==> src/rtl/dic_pkg.sv <==
// rtl/dic_pkg.sv - alarm message ROM, ASCII constants and FSM state types
package dic_pkg;

  localparam logic [7:0] ASC_CR = 8'h0D;
  localparam logic [7:0] ASC_LF = 8'h0A;

  localparam int MSG_ALARM_LEN = 7;

  // Element 0 is the first byte on the wire: "ALARM\r\n"
  localparam logic [MSG_ALARM_LEN-1:0][7:0] MSG_ALARM =
    {ASC_LF, ASC_CR, 8'h4D, 8'h52, 8'h41, 8'h4C, 8'h41};

  typedef enum logic {
    R_IDLE,
    R_RING
  } ring_state_e;

  typedef enum logic {
    TX_IDLE,
    TX_SEND
  } tx_state_e;

endpackage

==> src/rtl/dic_msg_tx.sv <==
// rtl/dic_msg_tx.sv - ROM-indexed byte serializer over a valid/ready handshake
module dic_msg_tx
  import dic_pkg::*;
#(
  parameter int                     LEN = MSG_ALARM_LEN,
  parameter logic [LEN-1:0][7:0]    ROM = MSG_ALARM
) (
  input  logic       clk,
  input  logic       rst,
  input  logic       start,
  input  logic       txReady,
  output logic [7:0] txData,
  output logic       txValid,
  output logic       busy
);

  localparam int IDX_W = (LEN > 1) ? $clog2(LEN) : 1;
  localparam logic [IDX_W-1:0] IDX_LAST = IDX_W'(LEN - 1);

  tx_state_e        state_q, state_d;
  logic [IDX_W-1:0] idx_q, idx_d;
  logic [7:0]       data_q, data_d;

  always_ff @(posedge clk) begin
    if (rst) begin
      state_q <= TX_IDLE;
      idx_q   <= '0;
      data_q  <= 8'h00;
    end else begin
      state_q <= state_d;
      idx_q   <= idx_d;
      data_q  <= data_d;
    end
  end

  // A start while sending is ignored, so a frame is never restarted or cut short.
  always_comb begin
    state_d = state_q;
    idx_d   = idx_q;
    data_d  = data_q;
    unique case (state_q)
      TX_IDLE: begin
        if (start) begin
          state_d = TX_SEND;
          idx_d   = '0;
          data_d  = ROM[0];
        end
      end
      TX_SEND: begin
        if (txReady) begin
          if (idx_q == IDX_LAST) begin
            state_d = TX_IDLE;
            idx_d   = '0;
            data_d  = 8'h00;
          end else begin
            idx_d  = idx_q + 1'b1;
            data_d = ROM[idx_d];
          end
        end
      end
      default: state_d = TX_IDLE;
    endcase
  end

  assign txData  = data_q;
  assign txValid = (state_q == TX_SEND);
  assign busy    = (state_q == TX_SEND);

endmodule

==> src/rtl/dic_alarm_ring.sv <==
// rtl/dic_alarm_ring.sv - alarm digit match, timed ring with 1 Hz blink, UART alarm message
module dic_alarm_ring
  import dic_pkg::*;
#(
  parameter int RING_SECS = 10,
  parameter int MSG_LEN   = MSG_ALARM_LEN
) (
  input  logic       clk,
  input  logic       rst,
  input  logic       oneSecStrobe,
  input  logic       dicRun,
  input  logic       alarm_activated,
  input  logic [3:0] dicMtens,
  input  logic [3:0] dicMones,
  input  logic [3:0] dicStens,
  input  logic [3:0] dicSones,
  input  logic [3:0] di_AMtens,
  input  logic [3:0] di_AMones,
  input  logic [3:0] di_AStens,
  input  logic [3:0] di_ASones,
  input  logic       txReady,
  output logic [7:0] txData,
  output logic       txValid,
  output logic       alarm_ring,
  output logic       alarm_blink
);

  ring_state_e ring_state_q, ring_state_d;
  logic [7:0]  cnt_q, cnt_d;
  logic        blink_q, blink_d;
  logic        match_prev_q, match_prev_d;
  logic        match;
  logic        trigger;
  logic        tx_busy;

  assign match = alarm_activated & dicRun &
                 (dicMtens == di_AMtens) & (dicMones == di_AMones) &
                 (dicStens == di_AStens) & (dicSones == di_ASones);
  assign match_prev_d = match;
  assign trigger      = match & ~match_prev_q;

  always_ff @(posedge clk) begin
    if (rst) begin
      ring_state_q <= R_IDLE;
      cnt_q        <= 8'd0;
      blink_q      <= 1'b0;
      match_prev_q <= 1'b0;
    end else begin
      ring_state_q <= ring_state_d;
      cnt_q        <= cnt_d;
      blink_q      <= blink_d;
      match_prev_q <= match_prev_d;
    end
  end

  // In R_IDLE strobes are ignored, so a strobe coinciding with the trigger
  // cannot eat into the freshly loaded count.
  always_comb begin
    ring_state_d = ring_state_q;
    cnt_d        = cnt_q;
    blink_d      = blink_q;
    unique case (ring_state_q)
      R_IDLE: begin
        if (trigger) begin
          ring_state_d = R_RING;
          cnt_d        = 8'(RING_SECS);
          blink_d      = 1'b1;
        end
      end
      R_RING: begin
        if (!alarm_activated) begin
          ring_state_d = R_IDLE;
          cnt_d        = 8'd0;
          blink_d      = 1'b0;
        end else if (oneSecStrobe) begin
          if (cnt_q == 8'd1) begin
            ring_state_d = R_IDLE;
            cnt_d        = 8'd0;
            blink_d      = 1'b0;
          end else if (cnt_q != 8'd0) begin
            cnt_d   = cnt_q - 8'd1;
            blink_d = ~blink_q;
          end
        end
      end
      default: ring_state_d = R_IDLE;
    endcase
  end

  assign alarm_ring  = (ring_state_q == R_RING);
  assign alarm_blink = blink_q;

  dic_msg_tx #(
    .LEN (MSG_LEN),
    .ROM (MSG_ALARM)
  ) u_msg_tx (
    .clk     (clk),
    .rst     (rst),
    .start   (trigger & ~tx_busy),
    .txReady (txReady),
    .txData  (txData),
    .txValid (txValid),
    .busy    (tx_busy)
  );

endmodule

==> config.mk <==
export PLATFORM = sky130hd
export DESIGN_NAME = dic_alarm_ring
export DESIGN_NICKNAME = d
export VERILOG_FILES = /design/src/rtl/dic_pkg.sv /design/src/rtl/dic_msg_tx.sv /design/src/rtl/dic_alarm_ring.sv
export SDC_FILE = /design/constraint.sdc
export NUM_CORES = 1
export LEC_CHECK = 0
export BUFFER_PORTS_ARGS = -buffer_cell sky130_fd_sc_hd__clkbuf_2
export CAP_MARGIN = 20
export CORE_UTILIZATION = 53
export DETAILED_ROUTE_END_ITERATION = 7
export HOLD_SLACK_MARGIN = 0.03
export PLACE_DENSITY = 0.93
export SLEW_MARGIN = 5
export SYNTH_ARGS = -nofsm -noshare
export SYNTH_HDL_FRONTEND = slang
export SYNTH_HIERARCHICAL = 1
export SYNTH_SLANG_ARGS = --single-unit
==> constraint.sdc <==
create_clock -name clk -period 3 [get_ports clk]
set_input_delay 0.3 -clock clk [delete_from_list [all_inputs] [get_ports clk]]
set_output_delay 0.3 -clock clk [all_outputs]
set_load 0.005 [all_outputs]
=== After elaboration in Yosys (flattened, before gate mapping) ===
Memory sizes are Yosys's and may differ from the RTL's.
Cells that the tools add are included.

* Equal/unequal tests: 11
* Multiplexer cells: 30
* Bitwise gates (word level): 11
* Reduce and logical (&&, ||, !) cells: 3
* Add/subtract/negate cells: 2
* Magnitude comparators: 1

{| class="wikitable"
|+ Operators by type and width
! kind !! count
|-
| 8-bit 2-to-1 mux || 9
|-
| 8-bit case mux with 2 select lines || 2
|-
| 4-bit == test || 4
|-
| 1-bit 2-to-1 mux || 12
|-
| 3-bit 2-to-1 mux || 3
|-
| 8-bit by 1-bit == test with 1-bit output (second input constant) || 1
|-
| 8-bit nonzero test || 1
|-
| 8-bit by 1-bit subtractor with 8-bit output (second input constant) || 1
|-
| 1-bit AND || 7
|-
| 1-bit case mux with 2 select lines || 3
|-
| 3-bit case mux with 2 select lines || 1
|-
| 3-bit by 4-bit less-than comparator with 1-bit output (second input constant) || 1
|-
| 2-bit inequality test (second input constant) || 2
|-
| 4-bit by 2-bit inequality test with 1-bit output (second input constant) || 1
|-
| 1-bit inverter || 4
|-
| 3-bit by 1-bit adder with 3-bit output (second input constant) || 1
|-
| 3-bit == test (second input constant) || 1
|-
| 3-bit inequality test (second input constant) || 1
|-
| 3-bit AND reduction || 1
|-
| 2-bit by 1-bit inequality test with 1-bit output (second input constant) || 1
|-
| 2-bit AND reduction || 1
|}

* Logic and storage cells: 66
* Bits in registers: 23
* ROM bits: 64
* Input bits: 38
* Output and inout bits: 11
* Memories: 1

{| class="wikitable"
|+ Memory list
! memory !! words !! bits a word !! read ports !! clocked after Yosys merged registers in !! wr ports !! RTL line !! source
|-
| (name not given) || 8 || 8 || 1 || 0 || 0 || dic_msg_tx.sv:57 || <nowiki>data_d = ROM[idx_d];</nowiki>
|}

=== Logic depth before layout (Yosys ltp) ===
* Depth in word-level cells: 9
* Gate-level depth with buffers: 8
* Depth with buffers taken out: 8

=== By module ===
Netlist, hierarchy kept.

{| class="wikitable"
|+ By module, submodules not included
! module !! seq. area each (µm²) !! instances !! cells an instance !! area each (µm²)
|-
| dic_alarm_ring || 220.2 || 1 || 99 || 852.1
|-
| dic_msg_tx || 200.2 || 1 || 55 || 520.5
|}

=== Worst setup path after synthesis ===
No wires, ideal clock.

* Kind: reg2reg
* Start: register cnt_q[1]
* End: register cnt_q[7]
* Slack: 1033 ps
* Required time: 2880 ps
* Arrival time: 1848 ps
* Period minus slack after synthesis: 1967 ps
* Stages on the path, launching flop included: 8
* Cells stage by stage: dfxtp_1 inv_1 ha_1 or3b_2 o31ai_4 nor4b_2 and3_2 a211o_1

* Cells in the longest elaborated chain, start to end: 6

{| class="wikitable"
|+ Ends and longest elaborated chain
! what !! RTL line !! source
|-
| start, declared || dic_alarm_ring.sv:29 || <nowiki>logic [7:0] cnt_q, cnt_d;</nowiki>
|-
| start signal, assigned || dic_alarm_ring.sv:50 || <nowiki>cnt_q <= cnt_d;</nowiki>
|-
| 8-bit by 1-bit subtractor with 8-bit output || dic_alarm_ring.sv:81 || <nowiki>cnt_d = cnt_q - 8'd1;</nowiki>
|-
| 8-bit 2-to-1 mux || dic_alarm_ring.sv:80 || <nowiki>end else if (cnt_q != 8'd0) begin</nowiki>
|-
| 8-bit 2-to-1 mux || dic_alarm_ring.sv:76 || <nowiki>if (cnt_q == 8'd1) begin</nowiki>
|-
| 8-bit 2-to-1 mux || dic_alarm_ring.sv:75 || <nowiki>end else if (oneSecStrobe) begin</nowiki>
|-
| 8-bit 2-to-1 mux || dic_alarm_ring.sv:71 || <nowiki>if (!alarm_activated) begin</nowiki>
|-
| 8-bit case mux with 2 select lines || dic_alarm_ring.sv:62 || <nowiki>unique case (ring_state_q)</nowiki>
|}

Several ways; a longest one is shown, not always the timed one. The select of a mux whose other input is x is not followed.
A chain may end at the register's enable or synchronous reset.

=== Worst setup path in the final report ===
* Start: register cnt_q[1]
* End: register cnt_q[2]

Same word-level chain as after synthesis.

==> metrics.md <==
| Metric | Value |
|---|---|
| Status | completed |
| Hold Crit Class | input pin to register |
| Vias | 1262 |
| Post CTS Setup Buffer Count | 0 |
| Peak supply drop | 0.342 mV |
| # H-tree levels | 1 |
| Post-Syn Area | 1370 µm² |
| TritonCTS Sinks | 21 |
| DIE AREA | 2800 µm² |
| CTS Root Cell | clkbuf_4 |
| RSZ-0062 raised after global routing | no |
| Max-cap check violation count | 0 |
| Most used flip-flop cell after synthesis | dfxtp_1 |
| FF-to-FF setup slack | 790 ps |
| Worst Max-Slew Pin Slew | 677 ps |
| First drt pass iteration count | 4 |
| Crit path time final | 2210 ps |
| Vias in the first global route | 1084 |
| Crit path capture type | register |
| M1 WL | 1190 µm |
| Pint | 363 µW |
| Layout Nets | 245 |
| Critical path type | register to register |
| Setup_tns | 0 ps |
| Slew HR | 54.7% |
| # fillers | 212 |
| Peak Freq | 452 MHz |
| Gr usage total | 22.2% |
| Num ports | 49 |
| GPL Wtd Cong | 0.867 |
| Layout cells sized above 1 | 33.0% |
| Tcrit/Tclk final | 73.7% |
| Post-synth top area share | 30.6% |
| Async SR Flop Fraction | 0% |
| Clock Skew | 1.92 ps |
| Most numerous cell in the Yosys netlist | dfxtp_1 |
| Top Metal Used | met4 |
| Clock power frac | 29.1% |
| Worst Path Required | 3240 ps |
| Initial Util | 55.9% |
| Final Hold Viols | 0 |
| Number of DRC markers in iteration 0 | 20 |
| Width of the die | 52.9 µm |
| PD cells | 295 nW/µm² |
| Routed len/inst | 12.3 µm |
| Grt total ovfl | 0 |
| Clk_lat worst skew | 310 ps |
| Final WL | 2820 µm |
| Post-synth EDFFs | 0 |
| Post-synth top cells | dfxtp_1, inv_1, xnor2_1 |
| Row Count | 18 |
| Largest net degree at the start of global routing | 18 |
| Cell leakage power | 0.000677 µW |
| Setup Viol. Count Final | 0 |
| Sw Pwr | 119 µW |
| Critical Path AT | 2450 ps |
| Crit Path Max Fanout | 6 |
| Clk buf depth | 2 |
| DR WL met3 | 139 µm |
| CTS tree | built |
| Final ANT Viol Nets | 0 |
| Syn. warnings | 6 |
| Gates resized, CTS repair | 0 |
| Top cells by area, synth | dfxtp_1, xnor2_1, ha_1 |
| Vias per cell | 5.49 |
| Area grow syn2layout | 19.1% |
| Setup slack after layout | 789 ps |
| CTS buffer count | 3 |
| Seq cells post-synth | 21 |
| Wire length on met2 | 1440 µm |
| Number of remaining DRC errors | 0 |
| Clock transition at path regs | 120 ps |
| Port Buffer Count | 46 |
| Max Transition Viols Final | 0 |
| Place WS | 834 ps |
| Switching share of total power | 24.7% |
| Diodes inserted | 0 |
| Die Height | 52.9 µm |
| Gate power share | 13.0% |
| Synth unique cells | 44 |
| Flop pwr share | 57.9% |
| Synthesized instance count | 154 |
| CORE AREA | 2450 µm² |
| Hold slack | 350 ps |
| Average size of a mapped cell | 8.91 µm² |
| Sequential share of the synthesized area | 30.6% |
| DPL Wire Length | 2240 µm |
| Crit start category | register |
| Yosys top cell by area | dfxtp_1 |
| First-pass GRT wire length | 4520 µm |
| Initial antenna violation count | 0 |
| Cts hold-fix bufs | 0 |
-- per-layer routing --
| layer | up-vias | track usage (%) |
|---|---|---|
| li1 | 654 | - |
| met1 | 562 | 25.3 |
| met2 | 39 | 40.3 |
| met3 | 7 | 5.17 |
| met4 | 0 | 6.58 |
| met5 | - | 0 |
-- power by group through the flow --
stage | Clock, µW | Combinational (µW) | Sequential [µW]
floorplan | 0 | 30.8 | 285
global placement | 0 | 61.3 | 285
detailed placement | 0 | 62.8 | 285
CTS | 148 | 63.1 | 279
global route | 156 | 69.7 | 279
finish | 140 | 62.5 | 279
-- stage by stage --
stage / power (µW) / util (%) / std cells / cell area [µm²]
CTS: 490 / 66.6 / 230 / 1630
global placement: 346 / 65.4 / 226 / 1610
finish: 482 / 66.6 / 230 / 1630
floorplan: 316 / - / 155 / 1380
global route: 504 / 66.6 / 230 / 1630
detailed placement: 348 / 65.4 / 226 / 1610
-- final cells by class --
cell class	instances	area [µm²]	share of cell area (%)
timing repair buffer	46	230	14.1
sequential	21	420	25.7
inverter	15	56.3	3.45
multi-input combinational	114	862	52.8
clock inverter	1	5.00	0.306
clock buffer	3	22.5	1.38
tap	30	37.5	2.30
-- worst paths after layout --
check / start / end / cells after the start
setup / recovery: cnt_q[1] / cnt_q[2] / 7
setup reg to reg: cnt_q[1] / cnt_q[2] / 7
hold / removal: alarm_activated / cnt_q[3] / 3
hold reg to reg: u_msg_tx/txData[2] / u_msg_tx/txData[2] / 2
-- kinds of logic after synthesis --
logic type	count (synthesis)	synth area share (%)
AOI/OAI and AO/OA	34	20.5
xor gates and xnor gates	16	10.2
DFF	21	30.6
muxes	3	3.28
other	1	0.273
and+or+nand+nor	53	22.8
adders and majority gates	6	5.47
buffers and inverters	20	6.84
-- worst max-delay path, stage by stage, from the launching register on --
cell      delay (ps)
dfxtp_1          340
inv_1            130
ha_1             240
or3b_2           540
o311ai_4         380
and2b_1          210
o31ai_1          140
o21ai_0          170
-- flip-flops by register name, indices dropped and copies added, names as in the netlist --
name / cells
alarm_blink: 1
alarm_ring: 1
cnt_q: 8
match_prev_q: 1
u_msg_tx/busy: 1
u_msg_tx/idx_q: 3
u_msg_tx/txData: 6
-- layout by cell type, fill, tap and decap left out, types with 2 or more instances in the layout --
| cell type | instances |
|---|---|
| nor2_1 | 11 |
| o21ai_0 | 4 |
| nor4_1 | 4 |
| a221oi_2 | 2 |
| o31ai_1 | 2 |
| ha_1 | 6 |
| mux2_2 | 2 |
| nand3_1 | 5 |
| inv_1 | 15 |
| clkbuf_2 | 46 |
| xnor2_1 | 12 |
| nand2b_1 | 5 |
| nor3b_1 | 3 |
| conb_1 | 2 |
| a311oi_1 | 2 |
| xor2_1 | 4 |
| or3b_2 | 2 |
| nand4_1 | 4 |
| and2_1 | 2 |
| and3_2 | 2 |
| dfxtp_1 | 21 |
| or4_4 | 2 |
| a32oi_1 | 4 |
| a31oi_1 | 2 |
| nand2_1 | 7 |
| a21oi_1 | 9 |
| clkbuf_4 | 3 |
Power figures use the tool's default switching activity.
